--- src/rtl/proc_sequencer_if.sv ---
`default_nettype none
// +----------------------------------------------------------------------+
// | proc_sequencer_if : program-load, control and processor-side signals |
// | Rev 1.0                                                              |
// +----------------------------------------------------------------------+
interface proc_sequencer_if #(
  parameter int AW = 4
) ();
  logic          load_en;
  logic [AW-1:0] load_addr;
  logic [8:0]    load_data;
  logic [AW:0]   length;
  logic          start;
  logic          done;
  logic [8:0]    instruction;
  logic          run;
  logic          busy;
  logic          finished;
  logic          error;
  logic [AW:0]   pc;
  logic [AW:0]   instr_count;

  modport master (
    input  load_en, load_addr, load_data, length, start, done,
    output instruction, run, busy, finished, error, pc, instr_count
  );

  modport slave (
    output load_en, load_addr, load_data, length, start, done,
    input  instruction, run, busy, finished, error, pc, instr_count
  );
endinterface
`default_nettype wire

--- src/rtl/proc_sequencer.sv ---
`default_nettype none
// +----------------------------------------------------------------------+
// | proc_sequencer : feeds a 9-bit simple processor from a program store |
// | Rev 1.0                                                              |
// +----------------------------------------------------------------------+
module proc_sequencer #(
  parameter int DEPTH   = 16,
  parameter int AW      = 4,
  parameter int TIMEOUT = 15
) (
  input  logic             clk_i,
  input  logic             rst_i,
  proc_sequencer_if.master bus
);
  localparam int         WW     = $clog2(TIMEOUT + 1);
  localparam logic [2:0] OP_MVI = 3'b001;

  typedef enum logic [2:0] {
    S_IDLE   = 3'd0,
    S_ISSUE  = 3'd1,
    S_WAIT   = 3'd2,
    S_FINISH = 3'd3,
    S_ERROR  = 3'd4
  } state_e;

  state_e        state_q, state_d;
  logic [AW:0]   pc_q, pc_d;
  logic [AW:0]   cnt_q, cnt_d;
  logic [AW:0]   len_q, len_d;
  logic          is_imm_q, is_imm_d;
  logic [WW-1:0] wait_q, wait_d;
  logic          run_q, busy_q, finished_q, error_q;
  logic [8:0]    mem_q [DEPTH];

  logic [8:0]    word_w;
  logic          is_mvi_w;
  logic [AW:0]   pc_inc_w, pc_next_w;
  logic [WW-1:0] wait_inc_w;

  assign word_w     = mem_q[pc_q[AW-1:0]];
  assign is_mvi_w   = (word_w[8:6] == OP_MVI);
  assign pc_inc_w   = pc_q + {{AW{1'b0}}, 1'b1};
  assign pc_next_w  = pc_q + {{AW{1'b0}}, is_imm_q};
  assign wait_inc_w = wait_q + {{(WW-1){1'b0}}, 1'b1};

  always_comb begin
    state_d  = state_q;
    pc_d     = pc_q;
    cnt_d    = cnt_q;
    len_d    = len_q;
    is_imm_d = is_imm_q;
    wait_d   = wait_q;
    case (state_q)
      S_IDLE, S_FINISH, S_ERROR: begin
        if (bus.start) begin
          cnt_d = '0;
          if (bus.length == '0) begin
            state_d = S_FINISH;
          end else begin
            len_d   = bus.length;
            pc_d    = '0;
            state_d = S_ISSUE;
          end
        end
      end
      S_ISSUE: begin
        // An mvi in the last program slot has no immediate word to follow it.
        if (is_mvi_w && (pc_inc_w >= len_q)) begin
          state_d = S_ERROR;
        end else begin
          is_imm_d = is_mvi_w;
          pc_d     = pc_inc_w;
          wait_d   = '0;
          state_d  = S_WAIT;
        end
      end
      S_WAIT: begin
        if (bus.done) begin
          cnt_d    = cnt_q + {{AW{1'b0}}, 1'b1};
          pc_d     = pc_next_w;
          is_imm_d = 1'b0;
          state_d  = (pc_next_w >= len_q) ? S_FINISH : S_ISSUE;
        end else begin
          wait_d = wait_inc_w;
          if (wait_inc_w == WW'(TIMEOUT)) state_d = S_ERROR;
        end
      end
      default: state_d = S_IDLE;
    endcase
  end

  always_ff @(posedge clk_i) begin
    if (rst_i) begin
      state_q    <= S_IDLE;
      pc_q       <= '0;
      cnt_q      <= '0;
      len_q      <= '0;
      is_imm_q   <= 1'b0;
      wait_q     <= '0;
      run_q      <= 1'b0;
      busy_q     <= 1'b0;
      finished_q <= 1'b0;
      error_q    <= 1'b0;
    end else begin
      state_q    <= state_d;
      pc_q       <= pc_d;
      cnt_q      <= cnt_d;
      len_q      <= len_d;
      is_imm_q   <= is_imm_d;
      wait_q     <= wait_d;
      run_q      <= (state_d == S_ISSUE);
      busy_q     <= (state_d == S_ISSUE) || (state_d == S_WAIT);
      finished_q <= (state_d == S_FINISH);
      error_q    <= (state_d == S_ERROR);
    end
  end

  // Store survives reset; writes are locked out while a program is running.
  always_ff @(posedge clk_i) begin
    if (!rst_i && bus.load_en && !busy_q) mem_q[bus.load_addr] <= bus.load_data;
  end

  assign bus.instruction = busy_q ? word_w : 9'd0;
  assign bus.run         = run_q;
  assign bus.busy        = busy_q;
  assign bus.finished    = finished_q;
  assign bus.error       = error_q;
  assign bus.pc          = pc_q;
  assign bus.instr_count = cnt_q;
endmodule
`default_nettype wire

--- src/flat_wrapper.sv ---
// flat-port wrapper written by rule: the top's interface ports become plain ports
module proc_sequencer_flat 
#(
  parameter int DEPTH   = 16,
  parameter int AW      = 4,
  parameter int TIMEOUT = 15
)
  (clk_i, rst_i, bus_load_en, bus_load_addr, bus_load_data, bus_length, bus_start, bus_done, bus_instruction, bus_run, bus_busy, bus_finished, bus_error, bus_pc, bus_instr_count);
  proc_sequencer_if #(.AW(AW)) bus_i ();
  input  logic clk_i;
  input  logic rst_i;
  input wire logic [$bits(bus_i.load_en)-1:0] bus_load_en;
  input wire logic [$bits(bus_i.load_addr)-1:0] bus_load_addr;
  input wire logic [$bits(bus_i.load_data)-1:0] bus_load_data;
  input wire logic [$bits(bus_i.length)-1:0] bus_length;
  input wire logic [$bits(bus_i.start)-1:0] bus_start;
  input wire logic [$bits(bus_i.done)-1:0] bus_done;
  output wire logic [$bits(bus_i.instruction)-1:0] bus_instruction;
  output wire logic [$bits(bus_i.run)-1:0] bus_run;
  output wire logic [$bits(bus_i.busy)-1:0] bus_busy;
  output wire logic [$bits(bus_i.finished)-1:0] bus_finished;
  output wire logic [$bits(bus_i.error)-1:0] bus_error;
  output wire logic [$bits(bus_i.pc)-1:0] bus_pc;
  output wire logic [$bits(bus_i.instr_count)-1:0] bus_instr_count;
  assign bus_i.load_en = bus_load_en;
  assign bus_i.load_addr = bus_load_addr;
  assign bus_i.load_data = bus_load_data;
  assign bus_i.length = bus_length;
  assign bus_i.start = bus_start;
  assign bus_i.done = bus_done;
  assign bus_instruction = bus_i.instruction;
  assign bus_run = bus_i.run;
  assign bus_busy = bus_i.busy;
  assign bus_finished = bus_i.finished;
  assign bus_error = bus_i.error;
  assign bus_pc = bus_i.pc;
  assign bus_instr_count = bus_i.instr_count;
  proc_sequencer #(.DEPTH(DEPTH), .AW(AW), .TIMEOUT(TIMEOUT)) u_core (.clk_i(clk_i), .rst_i(rst_i), .bus(bus_i));
endmodule
--- config.mk ---
export PLATFORM = sky130hd
export DESIGN_NAME = proc_sequencer_flat
export DESIGN_NICKNAME = d
export VERILOG_FILES = /design/src/rtl/proc_sequencer_if.sv /design/src/rtl/proc_sequencer.sv /design/src/flat_wrapper.sv
export SDC_FILE = /design/constraint.sdc
export NUM_CORES = 1
export LEC_CHECK = 0
export BUFFER_PORTS_ARGS = -buffer_cell sky130_fd_sc_hd__buf_2
export CAP_MARGIN = 30
export CORE_MARGIN = 1
export CORE_UTILIZATION = 36
export DETAILED_ROUTE_END_ITERATION = 10
export GPL_TIMING_DRIVEN = 0
export PLACE_DENSITY = 0.49
export SYNTH_ARGS = -nofsm -noshare
export SYNTH_HDL_FRONTEND = slang
export SYNTH_SLANG_ARGS = --single-unit
--- constraint.sdc ---
create_clock -name clk_i -period 4.25 [get_ports clk_i]
set_clock_uncertainty 0.2 [all_clocks]
set_input_delay 0.6375 -clock clk_i [delete_from_list [all_inputs] [get_ports clk_i]]
set_output_delay 0.6375 -clock clk_i [all_outputs]
set_load 0.1 [all_outputs]
======== After elaboration in Yosys (flattened, before gate mapping) ========
Memories as Yosys holds them, arrays and structs flattened. A register that Yosys moved wholly into a read port is not among the register bits.
Index checks and enable logic that the tools add are counted.
word-level totals
  memory bits (read-only) ................. 0
  output and inout bits ................... 23
  word-level logic and storage cells ...... 76
  bits in writable memories ............... 144
  bits in latches ......................... 0
  memories ................................ 1
  input port bits ......................... 23
  flip-flop bits (word level) ............. 27
operators by class
  $mul .................................... 0
  shift-type cells ........................ 0
  add/subtract/negate cells ............... 4
  div/mod/pow operators ................... 0
  magnitude comparators ................... 2
  multiplexer cells ....................... 26
  bitwise logic cells ..................... 1
  reduce and logical (&&, ||, !) cells .... 17
  eq/ne operators ......................... 15
memory list
  name          depth  width  rd ports  clocked after memory_dff  wr ports  line                  source
  u_core.mem_q  16     9      1         1                         1         proc_sequencer.sv:33  logic [8:0] mem_q [DEPTH];
operators with widths
  cell                                           count
  2-to-1 mux 5 bit                               6
  2-to-1 mux 4 bit                               4
  case mux 5 bit (3 select lines)                1
  == test 3 x 2 -> 1 bit, second input constant  4
  2-to-1 mux 3 bit                               4
  AND reduction 3 bit                            4
  adder 5 x 1 -> 5 bit, second input constant    2
  >= comparator 5 bit                            2
  != test 2 bit, second input constant           5
  case mux 5 bit (2 select lines)                1
  == test 3 x 1 -> 1 bit, second input constant  3
  2-to-1 mux 9 bit                               1
  case mux 3 bit (3 select lines)                1
  case mux 4 bit (2 select lines)                1
  == test 3 bit, second input constant           2
  adder 5 x 1 -> 5 bit                           1
  zero test 5 bit                                1
  AND reduction 5 bit                            1
  adder 4 x 1 -> 4 bit, second input constant    1
  == test 4 bit, second input constant           1
  2-to-1 mux 1 bit                               4
  2-to-1 mux 2 bit                               2
  nonzero test 2 bit                             2
  logical AND 1 bit                              3
  7 further kinds                                8

======== Logic depth before layout (Yosys ltp) ========
  depth after elaboration ................. 7
  mapped depth ............................ 10
  mapped depth without buffers ............ 10

======== Worst setup path before layout ========
No wires, ideal clock.
  path type ............................... register -> register
  from .................................... reg u_core.pc_q[2] (netlist: u_core.bus.pc[2])
  to ...................................... reg with a tool-made name
  setup slack ............................. 890 ps
  data required time ...................... 3927 ps
  period minus slack after synthesis ...... 3360 ps
  setup time .............................. 123 ps
  stages on the path, launching flop included .. 11
  arrival ................................. 3037 ps
  path buffers ............................ 1
  cells stage by stage .................... dfxtp_1 -> clkbuf_1 -> nand3_1 -> xnor2_1 -> ha_1 -> o21ai_0 -> o21bai_1 -> a21oi_1 -> nor3_4 -> a21oi_2 -> mux2_4
RTL lines
  what                    line                   source
  from (decl)             proc_sequencer.sv:27   logic [AW:0] pc_q, pc_d;
  from (signal assigned)  proc_sequencer.sv:106  pc_q <= pc_d;

==> flow_summary.ini <==
[status]
status = finished clean

[synthesis]
synthFlopType = edfxtp_1
async_reset_ff_share_pct = 0
synth.avg_cell_area_um2 = 16.54
synth_top_area_share_pct = 59.14
synth_top_cell_by_area = edfxtp_1
synth-seq-cells = 175
synth.distinct_cells = 47
synth_edf_count = 144
synth_fp_nets = 481
ys_seq_area_share_pct = 67.62
synth_area_leaders = edfxtp_1 59%, mux4_2 13%, dfxtp_1 8.5%, ha_1 2.7%, nor2_1 2.2%
yosys_warnings = 0
synth_area_mm2 = 0.007312
syn_inst = 442

[placed_design]
portBuffers = 45
gp_congestion = 0.8046
post-dp-hpwl_mm = 11.40
place_area_mm2 = 0.008058

[clock_tree]
numCtsBuffers = 17
clkTransAtPathRegs_ns = 0.06
postCtsHoldBufs = 0
cts_root_buf = clkbuf_16
cts_max_level = 4
cts_sinks = 175
tritoncts = yes
cts.path.max_buffers = 2
clkLatencyLatePin_ns = 0.42

[finish]
nNetsFinal = 561
final_area_mm2 = 0.008640
drive_gt1_share_pct = 29.40
final_common_cell = edfxtp_1
layout_common_cells = 144 x edfxtp_1, 50 x buf_2, 42 x mux4_2, 42 x nor2_1, 31 x dfxtp_1
antenna_cells = 0
area_delta_synth_final_pct = 18.16

[power_and_ir_drop]
p_per_area_mw_per_mm2 = 449.5
p_leak_nw = 2.987
irDropWorstVdd_mv = 0.2580

[timing]
tightest_slew_ns = 0.8264
finalCriticalPeriod_ns = 3.937
drv_slew = 0
fmax_ghz = 0.2540
setup_viol = 0
hold_viol = 0
hold_slack_ns = 0.2631
rsz0062_at_grt = false
slew_headroom_pct = 44.78
setup_tns_ns = 0
period_share_pct = 92.63

[routing]
wl_mm = 15.71
drc = 0
vias = 4031
first_iter_violations = 234
dr.pass1.iters = 4
wl_per_cell_um = 19.66
routed_via_density = 5.045
ant_nets = 0

[worst_setup_path]
end_kind = output port
crit_arrival_ns = 3.10
crit_type = reg2out
required_ns = 3.41
critPathMaxFanout = 10
start_kind = flop

[die]
die_x_um = 144.5
die_y_um = 144.5
die_area_mm2 = 0.02088
core.rowCount = 51
fp.coreArea_mm2 = 0.01965
initial_core_util_pct = 37.20
io_pins = 46

[global_routing]
antenna_found_initial = 0
grt.total_usage_pct = 16.59
grt_max_degree = 17
grt_pass1_vias = 4152
grt_pass1_wl_mm = 24.34
overflow = 0

[job]
cap_violations = 0

[hold_path]
hold_class = in2reg
min-delay-start = bus_length[1]
[critical path: stages (launching register included)]
cell	delay, ns
dfxtp_1	0.34
clkbuf_1	0.51
clkbuf_2	0.45
mux4_2	0.37
mux4_2	0.50
and2_1	0.20
buf_2	0.29
[state kept, by name (all words and copies together) (netlist names), 3 cells and up, named ones only]
| signal | cells |
|---|---|
| u_core.mem_q | 144 |
| u_core.bus.instr_count | 5 |
| u_core.bus.pc | 5 |
| u_core.len_q | 5 |
| u_core.wait_q | 4 |
| u_core.state_q | 3 |
[worst paths after layout]
| check | endpoint | depth (start not counted) | slack, ns |
|---|---|---|---|
| setup / recovery | bus_instruction[0] | 6 | 0.31 |
| hold / removal | u_core.len_q[1]$_SDFFE_PP0P_ | 3 | 0.26 |
| hold reg to reg | u_core.bus.instr_count[4]$_SDFFE_PP0P_ | 2 | 0.30 |
| setup reg to reg | flop | 9 | 1.27 |
[cell type report]
type                       count  area [um^2]
buffer                        16        83.83
clock buffer                  17        425.4
clock inverter                14        153.9
fill                        1796        11010
inverter                       9        33.78
multi-input combinational    242         2272
sequential                   175         4945
tap                          265        331.6
timing repair buffer          61        394.1
[through the flow]
| step | utilization [%] | instances | setup slack (ns) | power, mW |
|---|---|---|---|---|
| 2_1_floorplan | - | 442 | 0.8905 | 2.266 |
| 3_3_place_gp | 40.04 | 752 | 0.4304 | 2.374 |
| 3_5_place_dp | 41.00 | 768 | 0.4268 | 2.383 |
| 4_1_cts | 43.95 | 799 | 0.02688 | 3.926 |
| 5_1_grt | 43.96 | 799 | 0.1316 | 4.027 |
| 6_report | 43.96 | 799 | 0.3133 | 3.883 |
[synthesized netlist by cell type (all sizes together), types with 8 or more instances]
cell / n
mux4: 42
edfxtp: 144
ha: 16
nand2: 19
nand3: 12
and2: 13
nor2: 42
a21oi: 11
mux2i: 9
inv: 9
clkbuf: 9
o21ai: 8
dfxtp: 31
nand2b: 10
[metal layers]
layer	GRT usage, %	share of wire (%)	vias up
li1	-	-	1878
met1	21.70	46	2064
met2	27.05	50	76
met3	4.007	3.2	13
met4	5.485	1.1	0
met5	0	0	-
[cell families after synthesis]
group,Yosys count,share of synthesized area [%]
AOI/OAI and AO/OA,41,3.816
xor gates and xnor gates,10,1.198
adders and majority gates,16,2.738
buffers and inverters,25,1.574
DFF,175,67.63
muxes,54,14.78
and+or+nand+nor,121,8.265
[where the power goes]
group	internal, mW	total, mW	switching [mW]
Combinational	0.133	0.436	0.303
Clock	0.875	1.54	0.668
Sequential	1.88	1.90	0.0234
Total	2.89	3.88	0.994
[repair_timing]
action,in CTS,in global routing
resized for setup,1,2
buffers inserted,0,0
pin swaps,0,0
setup endpoints to repair,3,6
(Power assumes the default switching activity.)
